[src/rtl/fp_pkg.sv]
// Shared widths, saturation bounds and FSM encoding for the fixed-point MAC family.
package fp_pkg;

  typedef enum logic [1:0] {
    IDLE  = 2'd0,
    DRAIN = 2'd1,
    OUT   = 2'd2
  } state_t;

  // Each operand gains one extension bit so signed and unsigned inputs share one signed multiplier.
  function automatic int prod_w(input int i1, input int f1, input int i2, input int f2);
    return (i1 + f1 + 1) + (i2 + f2 + 1);
  endfunction

  function automatic int acc_w(input int i1, input int f1, input int i2, input int f2,
                               input int guard);
    return i1 + i2 + 2 + guard + f1 + f2;
  endfunction

  function automatic logic [63:0] out_max(input int w, input logic is_signed);
    if (is_signed) return (64'd1 << (w - 1)) - 64'd1;
    if (w >= 64) return '1;
    return (64'd1 << w) - 64'd1;
  endfunction

  function automatic logic [63:0] out_min(input int w, input logic is_signed);
    if (is_signed) return 64'd1 << (w - 1);
    return 64'd0;
  endfunction

endpackage

[src/rtl/fp_sat_quant.sv]
// Re-quantises a wide accumulator to the output format: floor truncation, then
// clamping to the signed or unsigned output range.
module fp_sat_quant
  import fp_pkg::*;
#(
  parameter int ACC_W = 38,
  parameter int DROP  = 14,
  parameter int O_W   = 16
) (
  input  logic [ACC_W-1:0] acc,
  input  logic             is_signed,
  output logic [O_W-1:0]   c,
  output logic             overflow,
  output logic             underflow
);

  localparam int SH_W = ACC_W - DROP;
  localparam logic [63:0] S_MAX = out_max(O_W, 1'b1);
  localparam logic [63:0] S_MIN = out_min(O_W, 1'b1);
  localparam logic [63:0] U_MAX = out_max(O_W, 1'b0);
  localparam logic [63:0] U_MIN = out_min(O_W, 1'b0);

  // Dropping LSBs of a two's complement value is an arithmetic shift, i.e. floor.
  logic [SH_W-1:0] shifted;
  assign shifted = acc[ACC_W-1:DROP];

  generate
    if (DROP > 0) begin : g_drop
      assign underflow = |acc[DROP-1:0];
    end else begin : g_nodrop
      assign underflow = 1'b0;
    end
  endgenerate

  always_comb begin
    c        = shifted[O_W-1:0];
    overflow = 1'b0;
    if (is_signed) begin
      if (!(&shifted[SH_W-1:O_W-1] | ~|shifted[SH_W-1:O_W-1])) begin
        overflow = 1'b1;
        c        = shifted[SH_W-1] ? S_MIN[O_W-1:0] : S_MAX[O_W-1:0];
      end
    end else if (shifted[SH_W-1]) begin
      overflow = 1'b1;
      c        = U_MIN[O_W-1:0];
    end else if (|shifted[SH_W-2:O_W]) begin
      overflow = 1'b1;
      c        = U_MAX[O_W-1:0];
    end
  end

endmodule

[src/rtl/fp_mac.sv]
// Pipelined fixed-point multiply-accumulate: operands -> product -> saturating
// accumulator, one re-quantised result per frame delivered over valid/ready.
module fp_mac
  import fp_pkg::*;
#(
  parameter int I1    = 2,
  parameter int F1    = 14,
  parameter int I2    = 2,
  parameter int F2    = 14,
  parameter int I3    = 2,
  parameter int F3    = 14,
  parameter int GUARD = 4
) (
  input  logic             clk,
  input  logic             rst,
  input  logic             in_valid,
  output logic             in_ready,
  input  logic [I1+F1-1:0] a,
  input  logic             s1,
  input  logic [I2+F2-1:0] b,
  input  logic             s2,
  input  logic             in_last,
  output logic             out_valid,
  input  logic             out_ready,
  output logic [I3+F3-1:0] c,
  output logic             sign,
  output logic             overflow,
  output logic             underflow
);

  localparam int A_W   = I1 + F1;
  localparam int B_W   = I2 + F2;
  localparam int P_W   = prod_w(I1, F1, I2, F2);
  localparam int ACC_W = acc_w(I1, F1, I2, F2, GUARD);
  localparam int DROP  = F1 + F2 - F3;
  localparam int O_W   = I3 + F3;
  localparam logic [ACC_W-1:0] ACC_MAX = {1'b0, {(ACC_W-1){1'b1}}};
  localparam logic [ACC_W-1:0] ACC_MIN = {1'b1, {(ACC_W-1){1'b0}}};

  // Handshakes: a transfer happens on a rising clk edge where valid and ready are
  // both high; in_ready depends only on state/rst, and result fields hold while
  // out_valid is high until out_ready completes the transfer.
  state_t state_q, state_d;
  logic   accept, s3_done, out_fire;

  logic                  v1_q, v1_d, first1_q, first1_d, last1_q, last1_d, sgn1_q, sgn1_d;
  logic signed [A_W:0]   ax_q, ax_d;
  logic signed [B_W:0]   bx_q, bx_d;
  logic                  v2_q, v2_d, first2_q, first2_d, last2_q, last2_d, sgn2_q, sgn2_d;
  logic signed [P_W-1:0] prod_q, prod_d;
  logic [ACC_W-1:0]      acc_q, acc_d;
  logic                  acc_ovf_q, acc_ovf_d, fsign_q, fsign_d, in_frame_q, in_frame_d;
  logic [O_W-1:0]        c_q, c_d;
  logic                  sign_q, sign_d, ovf_q, ovf_d, unf_q, unf_d;

  logic [ACC_W-1:0] pext, base;
  logic [ACC_W:0]   sum;
  logic             add_ovf;
  logic [O_W-1:0]   sq_c;
  logic             sq_ovf, sq_unf;

  assign accept   = in_valid & in_ready;
  assign s3_done  = v2_q & last2_q;
  assign out_fire = out_valid & out_ready;

  always_ff @(posedge clk) begin
    if (rst) state_q <= IDLE;
    else     state_q <= state_d;
  end

  always_comb begin
    state_d = state_q;
    case (state_q)
      IDLE:    if (accept && in_last) state_d = DRAIN;
      DRAIN:   if (s3_done) state_d = OUT;
      OUT:     if (out_ready) state_d = IDLE;
      default: state_d = IDLE;
    endcase
  end

  always_comb begin
    in_ready  = 1'b0;
    out_valid = 1'b0;
    case (state_q)
      IDLE:    in_ready = !rst;
      OUT:     out_valid = 1'b1;
      default: ;
    endcase
  end

  always_comb begin
    v1_d       = accept;
    ax_d       = ax_q;
    bx_d       = bx_q;
    first1_d   = first1_q;
    last1_d    = last1_q;
    sgn1_d     = sgn1_q;
    in_frame_d = in_frame_q;
    if (accept) begin
      ax_d       = {s1 & a[A_W-1], a};
      bx_d       = {s2 & b[B_W-1], b};
      first1_d   = !in_frame_q;
      last1_d    = in_last;
      sgn1_d     = s1 | s2;
      in_frame_d = !in_last;
    end

    v2_d     = v1_q;
    prod_d   = prod_q;
    first2_d = first2_q;
    last2_d  = last2_q;
    sgn2_d   = sgn2_q;
    if (v1_q) begin
      prod_d   = P_W'(ax_q) * P_W'(bx_q);
      first2_d = first1_q;
      last2_d  = last1_q;
      sgn2_d   = sgn1_q;
    end
  end

  // The first beat of a frame starts from zero so no explicit clear is needed between frames.
  always_comb begin
    pext    = {{(ACC_W-P_W){prod_q[P_W-1]}}, prod_q};
    base    = first2_q ? '0 : acc_q;
    sum     = {base[ACC_W-1], base} + {pext[ACC_W-1], pext};
    add_ovf = sum[ACC_W] ^ sum[ACC_W-1];

    acc_d     = acc_q;
    acc_ovf_d = acc_ovf_q;
    fsign_d   = fsign_q;
    if (v2_q) begin
      acc_d     = add_ovf ? (sum[ACC_W] ? ACC_MIN : ACC_MAX) : sum[ACC_W-1:0];
      acc_ovf_d = (first2_q ? 1'b0 : acc_ovf_q) | add_ovf;
      fsign_d   = (first2_q ? 1'b0 : fsign_q) | sgn2_q;
    end else if (out_fire) begin
      acc_d     = '0;
      acc_ovf_d = 1'b0;
      fsign_d   = 1'b0;
    end
  end

  fp_sat_quant #(
    .ACC_W (ACC_W),
    .DROP  (DROP),
    .O_W   (O_W)
  ) u_sat_quant (
    .acc       (acc_d),
    .is_signed (fsign_d),
    .c         (sq_c),
    .overflow  (sq_ovf),
    .underflow (sq_unf)
  );

  always_comb begin
    c_d    = c_q;
    sign_d = sign_q;
    ovf_d  = ovf_q;
    unf_d  = unf_q;
    if (s3_done) begin
      c_d    = sq_c;
      sign_d = fsign_d;
      ovf_d  = acc_ovf_d | sq_ovf;
      unf_d  = sq_unf;
    end else if (out_fire) begin
      c_d    = '0;
      sign_d = 1'b0;
      ovf_d  = 1'b0;
      unf_d  = 1'b0;
    end
  end

  always_ff @(posedge clk) begin
    if (rst) begin
      v1_q       <= 1'b0;
      ax_q       <= '0;
      bx_q       <= '0;
      first1_q   <= 1'b0;
      last1_q    <= 1'b0;
      sgn1_q     <= 1'b0;
      in_frame_q <= 1'b0;
      v2_q       <= 1'b0;
      prod_q     <= '0;
      first2_q   <= 1'b0;
      last2_q    <= 1'b0;
      sgn2_q     <= 1'b0;
      acc_q      <= '0;
      acc_ovf_q  <= 1'b0;
      fsign_q    <= 1'b0;
      c_q        <= '0;
      sign_q     <= 1'b0;
      ovf_q      <= 1'b0;
      unf_q      <= 1'b0;
    end else begin
      v1_q       <= v1_d;
      ax_q       <= ax_d;
      bx_q       <= bx_d;
      first1_q   <= first1_d;
      last1_q    <= last1_d;
      sgn1_q     <= sgn1_d;
      in_frame_q <= in_frame_d;
      v2_q       <= v2_d;
      prod_q     <= prod_d;
      first2_q   <= first2_d;
      last2_q    <= last2_d;
      sgn2_q     <= sgn2_d;
      acc_q      <= acc_d;
      acc_ovf_q  <= acc_ovf_d;
      fsign_q    <= fsign_d;
      c_q        <= c_d;
      sign_q     <= sign_d;
      ovf_q      <= ovf_d;
      unf_q      <= unf_d;
    end
  end

  assign c         = c_q;
  assign sign      = sign_q;
  assign overflow  = ovf_q;
  assign underflow = unf_q;

endmodule

[config.mk]
export PLATFORM = sky130hd
export DESIGN_NAME = fp_mac
export DESIGN_NICKNAME = d
export VERILOG_FILES = /design/src/rtl/fp_pkg.sv /design/src/rtl/fp_sat_quant.sv /design/src/rtl/fp_mac.sv
export SDC_FILE = /design/constraint.sdc
export NUM_CORES = 1
export LEC_CHECK = 0
export BUFFER_PORTS_ARGS = -buffer_cell sky130_fd_sc_hd__buf_2
export CORE_UTILIZATION = 45
export CTS_BUF_LIST = sky130_fd_sc_hd__clkbuf_4
export DETAILED_ROUTE_END_ITERATION = 10
export GPL_TIMING_DRIVEN = 1
export MAX_ROUTING_LAYER = met4
export PLACE_DENSITY = 0.64
export SYNTH_ARGS = -nofsm -noshare
export SYNTH_HDL_FRONTEND = slang
export SYNTH_SLANG_ARGS = --single-unit
[constraint.sdc]
create_clock -name clk -period 9.4 [get_ports clk]
set_input_delay 0.47 -clock clk [delete_from_list [all_inputs] [get_ports clk]]
set_output_delay 0.47 -clock clk [all_outputs]
set_load 0.01 [all_outputs]
==> summary.log <==
qor: outcome.run_status finished clean
qor: clock_network.tritoncts.num_buffers 17
qor: yosys.postSynthRegisterBits 138
qor: yosys.postSynth.asyncResetShare 0%
qor: global_route.grt_util_all_layers 24.81%
qor: yosys.synth-seq-area-share 14.58%
qor: yosys.count_of_cell_types_in_the_netlist 81
qor: sta.min_hold_slack 76.88 ps
qor: die.floorplan.core_area 0.04120 mm^2
qor: critical_path.arrival 7930 ps
qor: layout.multiInputGateArea 0.01456 mm^2
qor: sta.final.setup_skew 38.08 ps
qor: drt.post-route-drc-count 0
qor: run.maxCapViolCount 0
qor: placement.preCtsSetupSlack 2111 ps
qor: placement.postPlaceCellArea 0.01958 mm^2
qor: critical_path.critical_path.startpoint_type flop
qor: critical_path.ff_to_ff_end prod_q[31]
qor: clock_network.clkLatencyLatePin 730 ps
qor: die.initial_core_util 45.99%
qor: pwr.max-vdd-ir-drop 0.1170 mV
qor: clock_network.clock_tree_from_tritoncts yes
qor: layout.n_fill_cell 3906
qor: sta.rsz0062_at_grt false
qor: global_route.grt_overflow 0
qor: layout.finish.net_count 2680
qor: clock_network.h-tree-depth 4
qor: critical_path.r2r_slack 2080 ps
qor: yosys.synth_enable_flop_cells 0
qor: drt.drtIter0Drc 1012
qor: hold_path.hold_path_depth 3
qor: sta.setup_viol 0
qor: die.fp-row-count 74
qor: layout.final_cell_count_no_fill 2767
qor: placement.dpl.hpwl 38.65 mm
qor: global_route.grt_start_max_net_pins 58
qor: sta.max-slew-margin-rel 19.30%
qor: critical_path.worst_setup_path_end_kind flop
qor: global_route.grt_pass1_wl 82.34 mm
qor: sta.final-max-slew-violation-count 0
qor: yosys.adder_cell_area_share_of_the_yosys_netlist 39.50%
qor: placement.dp.cells 2699
qor: hold_path.timing.hold.worst_endpoint ax_q[16]
qor: clock_network.cts.sink_count 138
qor: critical_path.crit_required 10010 ps
qor: drt.drtPass1Iterations 5
qor: yosys.number_of_nets_in_the_synthesized_netlist 2661
qor: yosys.synth_top_area_share 31.37%
qor: critical_path.setup.worst_path.start bx_q[9]
qor: yosys.synth-compound-area-share 11.91%
qor: drt.detail_route.wl_per_cell 17.58 um
qor: sta.fin_ws 2084 ps
qor: critical_path.path_class reg -> reg
qor: critical_path.critical_path.reg2reg.startpoint bx_q[9]
qor: pwr.power_density 85.83 mW/mm^2
qor: hold_path.timing.hold.worst.class in -> reg
qor: yosys.ys.flop_type dfxtp_1
qor: critical_path.reg2reg_depth 21
qor: yosys.synth.top_cells.by_count inv_1, fa_1, nand2_1, and2_1, dfxtp_1
qor: yosys.synth.avg_cell_area 8.606 um^2
qor: drt.via_count 14780
qor: hold_path.timing.hold.worst.start s1
qor: yosys.cell_type_with_the_largest_total_area_after_synthesis fa_1
qor: sta.max_freq 136.7 MHz
qor: clock_network.maximum_number_of_buffers_from_clock_root_to_sink 2
qor: placement.gp_congestion 0.9149
qor: yosys.synth.cell_area 0.01895 mm^2
qor: die.io_pins 60
qor: global_route.first_global_vias 15410
qor: layout.synth_to_final_area_change 6.827%
qor: clock_network.hold_buffers 35
qor: clock_network.ctsRootBufferMaster clkbuf_4
qor: drt.viasPerCell 5.342
qor: die.die_x 207.2 um
qor: layout.final_layout_size_suffix_gt1_share 6.267%
qor: drt.finalWirelength 48.65 mm
qor: critical_path.worstPathMaxFanout 18
qor: yosys.ys.warnings.count 0
qor: sta.period_share 77.84%
qor: pwr.power_leakage 9.775 nW
qor: yosys.synthXorXnorAreaFrac 3.090%
qor: sta.final_critical_path_required_period 7316 ps
qor: sta.final_hold_violating_endpoints 0
qor: yosys.synth_mux_area_share 1.327%
qor: drt.postRouteAntennaNets 0
qor: clock_network.clk_pin_slew 170 ps
qor: layout.regArea 0.002764 mm^2
qor: die.dieArea 0.04294 mm^2
qor: yosys.most_instantiated_library_cell_after_synthesis inv_1
qor: yosys.yosys-top-cells-area fa_1, dfxtp_1, ha_1, inv_1, nand2_1
qor: yosys.main_combinational_cell_family_by_area_after_synthesis adder cells
qor: layout.layout.cell_area.non_filler 0.02024 mm^2
qor: die.fp.dieH 207.2 um
qor: sta.max_slew.worst_pin.slew 1202 ps
qor: sta.timing.setup.tns 0 ps
qor: global_route.number_of_antenna_violations_at_the_first_check_in_global_routing 0
qor: yosys.syn-instance-count 2202
qor: placement.io_buffers 59
qor: yosys.post_synthesis_simple_gate_area_fraction 20.96%
qor: clock_network.post-cts-setup-buffer-count 0
qor: clock_network.cts_resized 0
per-stage QoR:
step,power [W],util [%]
after floorplan,0.001084,-
after CTS,0.001756,49.13
after detailed placement,0.001252,47.52
after global placement,0.001249,47.52
final,0.001738,49.13
after global routing,0.001862,49.13
layout by cell type (no fill, tap or decap), types with 8 or more instances in the layout:
cell,n
a221oi_1,12
nor2b_1,60
a21oi_1,105
and2_1,162
buf_4,9
xnor2_1,47
inv_1,327
clkbuf_4,17
a31oi_1,8
mux2i_1,24
xor2_1,18
or3_1,8
and3_1,13
dlygate4sd3_1,35
nand2b_1,22
a21o_1,20
o211ai_1,11
nor3_1,19
ha_1,123
o21ai_0,54
nor2_1,132
nand4_1,10
o21a_1,8
nand2_1,297
a221oi_2,10
a22oi_1,10
nand3_1,25
fa_1,297
buf_2,58
nand3b_1,32
dfxtp_1,137
cells by family after synthesis:
kind of cell / count (synthesis)
and+or+nand+nor: 801
buffers and inverters: 430
adders and majority gates: 420
AOI/OAI and AO/OA: 322
DFF: 138
xor gates and xnor gates: 66
muxes: 25
how the worst max path moves through the flow:
stage,slack [ps],cells after the start,to
2_1_floorplan,2780,24,prod_q[31]
3_3_place_gp,2230,23,prod_q[33]
3_5_place_dp,2110,23,prod_q[31]
4_1_cts,2080,23,prod_q[31]
5_1_grt,1630,21,prod_q[33]
6_report,2080,21,prod_q[31]
report_power, final:
group / leakage, nW / switching, W / internal [W]
Sequential: 1.12 / 0.0000723 / 0.000610
Clock: 0.157 / 0.000289 / 0.000189
Combinational: 8.50 / 0.000332 / 0.000245
registers in the layout, summed over array words and instances, names as in the netlist, 2 cells and up:
register  flops
ax_q         17
state_q       2
prod_q       34
bx_q         17
acc_q        38
c            16
metal layers:
layer | track usage, % | wire length, um
met5 | - | 0
met4 | 6.511 | 1009
met3 | 4.130 | 2668
met2 | 37.29 | 21760
met1 | 34.67 | 23220
critical path, cell delays in order (launching register included):
cell and delay, ps:
dfxtp_1 910, nand2_1 180, fa_1 550, inv_1 60, fa_1 490, inv_1 50, fa_1 550, inv_1 50
fa_1 380, fa_1 570, inv_1 60, fa_1 470, inv_1 40, ha_1 310, a2111oi_0 660, a2111oi_0 290
o41ai_1 720, o21ai_0 170, a311o_1 350, xor2_1 140, mux2i_1 130, nor2_1 50
final cells by class:
type	instances	area share, %
Antenna cell	1	0.01236
Clock buffer	17	0.6304
Clock inverter	15	0.9209
Inverter	328	6.082
Multi-Input combinational cell	1634	71.92
Sequential cell	138	13.65
Tap cell	532	3.288
Timing Repair Buffer	102	3.498
(Power assumes the default switching activity.)
